===== src/rtl/smart_toilet_dose_sequencer.sv =====
// Smart-toilet assay dose sequencer: staggered reagent pumps,
// co-flow, settle, detector req/ack handshake, then chip flush.
module smart_toilet_dose_sequencer #(
  parameter int CNT_W    = 16,
  parameter int T_LEAD3  = 900,
  parameter int T_LEAD2  = 400,
  parameter int T_COFLOW = 300,
  parameter int T_SETTLE = 200,
  parameter int T_ACK_TO = 1000,
  parameter int T_FLUSH  = 500
) (
  input  logic clk,
  input  logic rst_n,
  input  logic start,
  input  logic abort,
  input  logic sample_ack,
  output logic pump1_en,
  output logic pump2_en,
  output logic pump3_en,
  output logic flush_en,
  output logic sample_req,
  output logic busy,
  output logic done,
  output logic err
);

  typedef enum logic [2:0] {
    IDLE, LEAD3, LEAD2, COFLOW,
    SETTLE, SAMPLE, FLUSH
  } state_t;

  localparam int M1 =
    (T_LEAD3 > T_LEAD2) ? T_LEAD3 : T_LEAD2;
  localparam int M2 =
    (T_COFLOW > T_SETTLE) ? T_COFLOW : T_SETTLE;
  localparam int M3 =
    (T_ACK_TO > T_FLUSH) ? T_ACK_TO : T_FLUSH;
  localparam int M4 = (M1 > M2) ? M1 : M2;
  localparam int TMAX = (M4 > M3) ? M4 : M3;

  localparam int TMIN_OK =
    (T_LEAD3 >= 1) && (T_LEAD2 >= 1) &&
    (T_COFLOW >= 1) && (T_SETTLE >= 1) &&
    (T_ACK_TO >= 1) && (T_FLUSH >= 1);

  if ((CNT_W < 1) || (TMIN_OK == 0) ||
      (longint'(TMAX - 1) >=
       (longint'(1) << CNT_W))) begin : g_bad_cfg
    $error("timer too narrow or zero phase");
  end

  state_t           state, state_n;
  logic [CNT_W-1:0] tmr, tmr_ld;
  logic             tmr_zero;
  logic             tmo;
  logic             p1_d, p2_d, p3_d;
  logic             fl_d, rq_d;
  logic             busy_d, done_d, err_d;

  assign tmr_zero = (tmr == '0);

  always_ff @(posedge clk or negedge rst_n) begin
    if (!rst_n) begin
      state      <= IDLE;
      tmr        <= '0;
      pump1_en   <= 1'b0;
      pump2_en   <= 1'b0;
      pump3_en   <= 1'b0;
      flush_en   <= 1'b0;
      sample_req <= 1'b0;
      busy       <= 1'b0;
      done       <= 1'b0;
      err        <= 1'b0;
    end else begin
      state <= state_n;
      if (state_n != state)
        tmr <= tmr_ld;
      else if (!tmr_zero)
        tmr <= tmr - CNT_W'(1);
      pump1_en   <= p1_d;
      pump2_en   <= p2_d;
      pump3_en   <= p3_d;
      flush_en   <= fl_d;
      sample_req <= rq_d;
      busy       <= busy_d;
      done       <= done_d;
      err        <= err_d;
    end
  end

  // abort outranks both ack and the ack timeout
  always_comb begin
    state_n = state;
    tmo     = 1'b0;
    unique case (state)
      IDLE:
        if (start) state_n = LEAD3;
      LEAD3:
        if (abort) state_n = FLUSH;
        else if (tmr_zero) state_n = LEAD2;
      LEAD2:
        if (abort) state_n = FLUSH;
        else if (tmr_zero) state_n = COFLOW;
      COFLOW:
        if (abort) state_n = FLUSH;
        else if (tmr_zero) state_n = SETTLE;
      SETTLE:
        if (abort) state_n = FLUSH;
        else if (tmr_zero) state_n = SAMPLE;
      SAMPLE:
        if (abort || sample_ack) begin
          state_n = FLUSH;
        end else if (tmr_zero) begin
          state_n = FLUSH;
          tmo     = 1'b1;
        end
      FLUSH:
        if (tmr_zero) state_n = IDLE;
      default:
        state_n = IDLE;
    endcase
  end

  always_comb begin
    tmr_ld = '0;
    unique case (state_n)
      LEAD3:   tmr_ld = CNT_W'(T_LEAD3 - 1);
      LEAD2:   tmr_ld = CNT_W'(T_LEAD2 - 1);
      COFLOW:  tmr_ld = CNT_W'(T_COFLOW - 1);
      SETTLE:  tmr_ld = CNT_W'(T_SETTLE - 1);
      SAMPLE:  tmr_ld = CNT_W'(T_ACK_TO - 1);
      FLUSH:   tmr_ld = CNT_W'(T_FLUSH - 1);
      default: tmr_ld = '0;
    endcase
  end

  always_comb begin
    p1_d = 1'b0;
    p2_d = 1'b0;
    p3_d = 1'b0;
    fl_d = 1'b0;
    rq_d = 1'b0;
    unique case (state_n)
      LEAD3: p3_d = 1'b1;
      LEAD2: begin
        p3_d = 1'b1;
        p2_d = 1'b1;
      end
      COFLOW: begin
        p3_d = 1'b1;
        p2_d = 1'b1;
        p1_d = 1'b1;
      end
      SAMPLE:  rq_d = 1'b1;
      FLUSH:   fl_d = 1'b1;
      default: ;
    endcase
    busy_d = (state_n != IDLE);
    done_d = (state == FLUSH) &&
             (state_n == IDLE);
    unique case (1'b1)
      tmo:
        err_d = 1'b1;
      (state == IDLE) && start:
        err_d = 1'b0;
      default:
        err_d = err;
    endcase
  end

endmodule

===== config.mk =====
export PLATFORM = sky130hd
export DESIGN_NAME = smart_toilet_dose_sequencer
export DESIGN_NICKNAME = d
export VERILOG_FILES = /design/src/rtl/smart_toilet_dose_sequencer.sv
export SDC_FILE = /design/constraint.sdc
export NUM_CORES = 1
export LEC_CHECK = 0
export ABC_CLOCK_PERIOD_IN_PS = 4000
export CAP_MARGIN = 25
export CORE_MARGIN = 3
export CORE_UTILIZATION = 38
export DETAILED_ROUTE_END_ITERATION = 12
export HOLD_SLACK_MARGIN = 0.12
export PLACE_DENSITY_LB_ADDON = 0.25
export SYNTH_ARGS = -nofsm -noshare
export SYNTH_HDL_FRONTEND = slang
export SYNTH_SLANG_ARGS = --single-unit

===== constraint.sdc =====
create_clock -name clk -period 4 [get_ports clk]
set_input_delay 0.8 -clock clk [delete_from_list [all_inputs] [get_ports clk]]
set_output_delay 0.8 -clock clk [all_outputs]
set_load 0.005 [all_outputs]

; Yosys cells after proc, flatten, opt, wreduce, memory -nomap -nowiden
; Index checks and enable logic that the tools add are counted.
[op_classes]
n_addsub = 1
n_eq_ne = 14
muxes = 25
reduce_logical = 10
[ops]
columns = operator, n
row1 = $pmux W10 S6, 1
row2 = $mux W3, 12
row3 = $mux W16, 2
row4 = $pmux W3 S7, 1
row5 = $eq A3 B3 Y1 const B, 6
row6 = $logic_not A16 Y1, 1
row7 = $sub A16 B1 Y16 const B, 1
row8 = $eq A3 B2 Y1 const B, 4
row9 = $mux W1, 8
row10 = $eq A3 B1 Y1 const B, 2
row11 = $logic_not A3 Y1, 2
row12 = $ne A3 B3 Y1, 1
row13 = $reduce_bool A3 Y1, 1
row14 = $reduce_or A3 Y1, 1
row15 = $logic_and A1 B1 Y1, 2
row16 = $ne A2 B1 Y1 const B, 1
row17 = $pmux W1 S2, 1
row18 = $reduce_bool A2 Y1, 1
row19 = $reduce_or A2 Y1, 1
row20 = $logic_or A1 B1 Y1, 1
[totals]
regBits = 27
inputBits = 5
out_inout_bits = 8

; Longest topological paths before layout
; Gate-level depths: netlist of the first run.
[logic_depth]
depth_word = 7
ltp_mapped = 10
depth_no_buf = 9

; Worst setup path before layout of the first run
; No wires, ideal clock.
[synth_path]
path_kind = reg2reg
start = reg tmr[0]
end = reg tmr[0]
setup_ps = 125
arrival_ps = 2493
path_slack_ps = 1382
stages_incl_launch_ff = 10
n_path_buf = 1
period_less_slack_ps = 2618
cell_sequence = dfrtp_1 inv_1 ha_1 or3b_2 or4b_4 buf_6 o31ai_4 o22a_4 nand3_4 mux2_4
[synth_via]
elab_chain_len = 7
[synth_rtl]
columns = element, line
row1 = start: declaration, 53  ; logic [CNT_W-1:0] tmr, tmr_ld;
row2 = start signal: assignment, 77  ; tmr <= tmr_ld;
row3 = start signal: assignment, 79  ; tmr <= tmr - CNT_W'(1);
row4 = $logic_not A16 Y1, 60  ; assign tmr_zero = (tmr == '0);
row5 = $mux W3 (on tied branches) (2 in series), --
row6 = $pmux W3 S7, 95  ; unique case (state)
row7 = $eq A3 B3 Y1 (tied with other cells), 126  ; unique case (state_n)
row8 = $pmux W10 S6, 126
row9 = $mux W16, 76  ; if (state_n != state)
; Parallel ways exist; a longest one is shown, timed or not. The select of a mux whose other input is x is not followed.
; A chain may end at the register's enable or synchronous reset.

; Final worst setup path of the first run
[layout_path]
start = reg tmr[0]
end = reg tmr[3]
; Same word-level chain as after synthesis.

==> impl_metrics.py, run 1 <==
metrics = {
    "run_status": {
        "outcome": "complete, no violations",
    },
    "floorplan": {
        "design.die.area_um2": 5230,
        "io-pin-count": 13,
        "initial_core_util_pct": 40.7,
        "placementRows": 23,
        "die_width_um": 72.4,
        "design.core.area_um2": 4120,
        "die_span_in_y_um": 72.4,
    },
    "synth": {
        "synth_area_um2": 1670,
        "synthArstFlopShare_pct": 100,
        "synth_edf_count": 0,
        "synthesis.nets": 168,
        "postSynthRegisterBits": 27,
        "yosysSeqAreaShare_pct": 40.4,
        "yosys.cell_types.count": 52,
        "synth_area_per_cell_um2": 10.3,
        "ys.flop_type": "dfrtp_1",
        "synthesis.yosys.warnings": 0,
        "post_synth_inst_count": 162,
    },
    "routing": {
        "totalWireLength_um": 3310,
        "avgViaCountPerCell": 5.42,
        "firstDrtPassIters": 4,
        "route.layer.met1.wl_um": 1580,
        "top_layer": "met4",
        "detail_route_met2_wl_um": 1600,
        "drtAntennaViolNets": 0,
        "met3_wirelength_um": 110,
        "num_vias": 1197,
        "initialDrtViolationCount": 67,
        "post-route-drc-count": 0,
        "wire_per_inst_um": 15.0,
    },
    "setup_path": {
        "critPathSlowestCell": "or3b_2",
        "worst_r2r_path_depth": 8,
        "critical_path_arrival_ns": 3.15,
        "cp.depth": 8,
        "worst_setup_path_start_kind": "flop",
        "critical_path.cell_chain": "inv_1, ha_1, or3b_2, nor4b_4, nand2_1, o211ai_1, a21o_2, mux2_2",
        "regToRegStartpoint": "tmr[0]",
        "cp_slowest_stage_delay_ns": 0.53,
        "crit_path_capture": "tmr[3]",
        "critical_path.n_buffers_inverters": 1,
        "reg_to_reg_setup_timing_slack_ns": 1.03,
        "path_class": "reg2reg",
        "worst_setup_path_startpoint": "tmr[0]",
        "critPathTopFamily": "simple AND/OR/NAND/NOR gates",
        "critical_path.max_fanout": 16,
        "timing.critical_path.to_type": "flop",
        "regToRegEndpoint": "tmr[3]",
        "critical_path_required_ns": 4.18,
    },
    "timing": {
        "report.final.setup_viol": 0,
        "fin_worst_skew_ns": 0.00459,
        "slew_at_the_pin_closest_to_its_max_slew_limit_ns": 0.706,
        "maxSlewHeadroom_pct": 52.5,
        "slew_violations": 0,
        "finalCriticalPeriod_ns": 2.97,
        "unrepaired_setup_endpoints_after_global_routing": "no",
        "finalCritPeriodShare_pct": 74.2,
        "hold_slack_ns": 0.526,
        "finalHoldViolations": 0,
        "final_critical_path_setup_slack_ns": 1.03,
        "fmaxAchievable_mhz": 337,
        "timing.setup.tns_ns": 0,
    },
    "finish": {
        "layout.area.seq_um2": 676,
        "final.fill_count": 403,
        "syn2layout_area_growth_pct": 8.30,
        "fin_nets": 178,
        "multi_input_comb_area_um2": 858,
        "finalCoreUtilization_pct": 44.0,
        "post_route_cells_drive_above_1_share_pct": 15.8,
        "post-route-cell-area_um2": 1810,
        "n_antenna_cell": 0,
    },
    "placement": {
        "dp.final_hpwl_um": 2430,
        "finalWeightedCongestion": 0.868,
        "buffer_ports.inserted": 12,
        "detailedPlace.worstSlack_ns": 1.06,
        "detailed_place.area_um2": 1760,
    },
    "global_route": {
        "grt_usage_pct": 14.1,
        "grt_overflow_total": 0,
        "initial_antenna_violation_count": 0,
        "grt_start_max_net_pins": 28,
        "grt_pass1_wl_um": 5760,
        "first_global_vias": 1181,
    },
    "clock_network": {
        "clockBufferDepth": 2,
        "cts-root-buf": "clkbuf_8",
        "cts_repair_resize_count": 0,
        "cts.sinks": 27,
        "clock_tree_from_tritoncts": "done",
        "cts.htree.levels": 1,
        "insertion_delay_ns": 0.28,
        "tritoncts.num_buffers": 3,
        "clkSlewWorstSetupHoldPaths_ns": 0.10,
        "cts-hold-fix-buffers": 0,
        "cts_setup_buffers": 0,
    },
    "power_and_ir_drop": {
        "power_per_cell_area_nw_per_um2": 512,
        "cellLeakagePower_nw": 0.727,
        "power.ir.vdd_worst_v": 0.000317,
    },
    "min_path": {
        "hold_class": "reg2reg",
    },
    "job": {
        "cap_viol_max_count": 0,
    },
}
[report_power, final]
group / switching [mW] / internal, mW
registers: 0.0681 / 0.332
logic: 0.179 / 0.183
clock network: 0.0919 / 0.0733
[state kept, by name, indices dropped and copies added, names as in the netlist]
name and flops:
err 1, pump2_en 1, pump3_en 1, sample_req 1, state 3, busy 1, tmr 16, done 1
pump1_en 1, flush_en 1
[per-stage QoR]
stage          power (mW)  cells
3_5_place_dp        0.767    217
3_3_place_gp        0.761    217
2_1_floorplan       0.704    162
5_1_grt             0.996    221
4_1_cts             0.934    221
6_report            0.927    221
[Yosys cell counts (all sizes together) (4+ instances only)]
cell type	n	area share, %
dfrtp	27	40
nor2	22	4.9
nand2	14	3.1
inv	8	1.8
a21oi	7	2.3
buf	7	4.9
xor2	7	3.7
nand3	6	2.5
nor3	5	1.5
o21ai	5	1.5
xnor2	5	2.6
mux2i	4	2.4
[worst min-delay path: cells and delay by family (launching register included)]
family | cells | cell delay, ns
AOI/OAI and AO/OA | 1 | 0.05
DFF | 1 | 0.37
and+or+nand+nor | 1 | 0.08
[worst min-delay path by stage]
stage               from  depth (start not counted)   to  slack, ns
detailed placement   err                          2  err       0.51
finish               err                          2  err       0.53
global route         err                          2  err       0.57
floorplan            err                          2  err       0.49
CTS                  err                          2  err       0.53
global placement     err                          2  err       0.50
[layer usage]
metal | vias to the layer above | track usage (%)
li1 | 588 | -
met1 | 586 | 19.3
met2 | 19 | 22.6
met3 | 4 | 3.32
met4 | 0 | 3.13
met5 | - | 0
[kinds of logic after synthesis]
group,count (synthesis),synth area share (%)
fa+ha+maj,2,1.42
simple gates,65,21.5
xor+xnor,12,6.28
mux,7,4.86
flops,27,40.4
buf+inv,17,8.30
compound gates,32,17.2
[final cells by class]
type / instances / share of cell area, %
Multi-Input combinational cell: 118 / 47.4
Timing Repair Buffer: 14 / 7.46
Sequential cell: 27 / 37.3
Inverter: 8 / 1.66
Clock buffer: 3 / 2.28
Tap cell: 50 / 3.45
Clock inverter: 1 / 0.483
[placed cells by master (no fill, tap or decap), drive strengths merged, types with 2 or more instances in the layout]
cell	instances
dfrtp	27
nor2	22
nand2	14
clkdlybuf4s50	12
inv	9
xor2	7
a21oi	7
nand3	6
nor3	5
xnor2	5
o21ai	5
mux2i	4
a31oi	3
clkbuf	3
o31ai	3
a21o	3
nor4	3
mux2	3
or2	2
and2	2
a2bb2oi	2
or3	2
buf	2
nor4b	2
a221oi	2
Power figures use the tool's default switching activity.
==> run 2, diff against run 1 <==
--- a/config.mk
+++ b/config.mk
@@ -5,7 +5,7 @@
 export SDC_FILE = /design/constraint.sdc
 export NUM_CORES = 1
 export LEC_CHECK = 0
-export ABC_CLOCK_PERIOD_IN_PS = 4000
+export ABC_CLOCK_PERIOD_IN_PS = 2950
 export CAP_MARGIN = 25
 export CORE_MARGIN = 3
 export CORE_UTILIZATION = 38
==> constraint.sdc (replaced) <==
create_clock -name clk -period 2.95 [get_ports clk]
set_input_delay 0.59 -clock clk [delete_from_list [all_inputs] [get_ports clk]]
set_output_delay 0.59 -clock clk [all_outputs]
set_load 0.005 [all_outputs]
==> impl_metrics.py, run 2 (same netlist as run 1, synthesis figures left out) <==
metrics = {
    "run_status": {
        "outcome": "complete, no violations",
    },
    "clock_network": {
        "cts.sinks": 27,
        "cts_repair_resize_count": 0,
        "clockBufferDepth": 2,
        "cts-hold-fix-buffers": 0,
        "cts_setup_buffers": 0,
        "cts-root-buf": "clkbuf_8",
        "cts.htree.levels": 1,
        "clkSlewWorstSetupHoldPaths_ns": 0.10,
        "tritoncts.num_buffers": 3,
        "clock_tree_from_tritoncts": "done",
        "insertion_delay_ns": 0.28,
    },
    "floorplan": {
        "placementRows": 23,
        "die_span_in_y_um": 72.4,
        "initial_core_util_pct": 40.7,
        "die_width_um": 72.4,
        "design.core.area_um2": 4120,
        "io-pin-count": 13,
        "design.die.area_um2": 5230,
    },
    "timing": {
        "fmaxAchievable_mhz": 362,
        "timing.setup.tns_ns": 0,
        "finalCritPeriodShare_pct": 93.6,
        "finalHoldViolations": 0,
        "report.final.setup_viol": 0,
        "finalCriticalPeriod_ns": 2.76,
        "final_critical_path_setup_slack_ns": 0.189,
        "maxSlewHeadroom_pct": 56.9,
        "unrepaired_setup_endpoints_after_global_routing": "no",
        "slew_violations": 0,
        "slew_at_the_pin_closest_to_its_max_slew_limit_ns": 0.641,
        "fin_worst_skew_ns": 0.00921,
    },
    "routing": {
        "initialDrtViolationCount": 85,
        "avgViaCountPerCell": 5.42,
        "drtAntennaViolNets": 0,
        "totalWireLength_um": 3360,
        "post-route-drc-count": 0,
        "firstDrtPassIters": 4,
        "num_vias": 1226,
        "wire_per_inst_um": 14.8,
    },
    "power_and_ir_drop": {
        "clock_power_share_pct": 16.9,
        "cellLeakagePower_nw": 0.750,
        "swShare_pct": 35.2,
        "power.ir.vdd_worst_v": 0.000475,
        "register_share_of_total_power_pct": 42.7,
        "power.switching_uw": 447,
        "power_per_cell_area_nw_per_um2": 687,
        "power.share.combinational_pct": 40.4,
        "cell_int_power_uw": 821,
    },
    "global_route": {
        "grt_start_max_net_pins": 28,
        "first_global_vias": 1179,
        "grt_usage_pct": 13.9,
        "initial_antenna_violation_count": 0,
        "grt_pass1_wl_um": 5580,
        "grt_overflow_total": 0,
    },
    "placement": {
        "buffer_ports.inserted": 12,
        "dp.final_hpwl_um": 2400,
        "finalWeightedCongestion": 0.878,
        "dpl.cell_count": 220,
        "detailedPlace.worstSlack_ns": 0.113,
    },
    "setup_path": {
        "critical_path_arrival_ns": 2.98,
        "timing.critical_path.to_type": "flop",
        "crit_top_cell": "inv_1",
        "worst_r2r_path_depth": 9,
        "worst_setup_path_start_kind": "flop",
        "critical_path.max_fanout": 6,
        "path_class": "reg2reg",
        "cp_slowest_stage_delay_ns": 0.53,
        "critical_path_required_ns": 3.17,
        "critical_path.cell_chain": "inv_1, ha_1, or3b_2, nor4b_4, a21oi_2, a221oi_4, inv_1, nor2_1, mux2_2",
        "critPathSlowestCell": "or3b_2",
    },
    "min_path": {
        "min_path_cells": 2,
        "hold_class": "reg2reg",
    },
    "job": {
        "cap_viol_max_count": 0,
    },
    "finish": {
        "commonest_cells_after_routing_fill_and_taps_aside": "dfrtp_1 (27), nor2_1 (22), nand2_1 (14)",
        "fin_nets": 183,
        "n_antenna_cell": 0,
        "layout.cells.non_filler": 226,
        "largest_register_ffs": 16,
        "syn2layout_area_growth_pct": 10.2,
        "layout_top_registers": "tmr x16, state x3",
        "most_common_cell_after_layout_fill_and_taps_aside": "dfrtp_1",
        "post_route_cells_drive_above_1_share_pct": 17.6,
        "top_register": "tmr",
    },
}
## run 2: metal layers
metal	global-route usage [%]	vias up	part of all wire, %
li1	-	594	-
met1	18.2	606	47
met3	2.49	5	3.1
met2	22.6	21	49
met5	0	-	0
met4	5.64	0	1.3
## run 2: power by group through the flow
| stage | clock network, mW | logic [mW] | registers, mW |
|---|---|---|---|
| 6_report | 0.214 | 0.512 | 0.541 |
| 5_1_grt | 0.237 | 0.563 | 0.553 |
| 4_1_cts | 0.221 | 0.494 | 0.540 |
| 3_5_place_dp | 0 | 0.490 | 0.547 |
| 3_3_place_gp | 0 | 0.484 | 0.543 |
| 2_1_floorplan | 0 | 0.440 | 0.514 |
## run 2: critical path: cells and delay by family, from the launching register on
kind                     cells  cell delay (ns)
AND/OR/NAND/NOR              3             1.08
AO/OA/AOI/OAI                2             0.62
flip-flops                   1             0.41
buffers and inverters        2             0.25
multiplexers                 1             0.18
adder cells (fa/ha/maj)      1             0.17
## run 2: cell type report
| class | count | area [um2] |
|---|---|---|
| multi-input combinational | 118 | 858 |
| sequential | 27 | 676 |
| fill | 419 | 2270 |
| timing repair buffer | 19 | 173 |
| tap | 50 | 62.6 |
| inverter | 8 | 30.0 |
| clock buffer | 4 | 45.0 |
## run 2: metrics by stage
step | util [%] | cell area, um2 | hold WS, ns | power [mW]
after floorplan | - | 1670 | 0.294 | 0.954
after global placement | 43.4 | 1780 | 0.490 | 1.03
after detailed placement | 43.4 | 1780 | 0.497 | 1.04
after CTS | 44.5 | 1830 | 0.519 | 1.25
after global routing | 44.8 | 1840 | 0.532 | 1.35
final | 44.8 | 1840 | 0.515 | 1.27
## run 2: path summary, 6_finish.rpt
check                               to  slack, ns  startpoint
worst max-delay path            tmr[3]       0.19      tmr[0]
worst min-delay path               err       0.51         err
worst max register to register  tmr[3]       0.19      tmr[0]
worst min register to register     err       0.51         err
max in group asynchronous       tmr[3]       2.00       rst_n
min in group asynchronous          err       0.68       rst_n
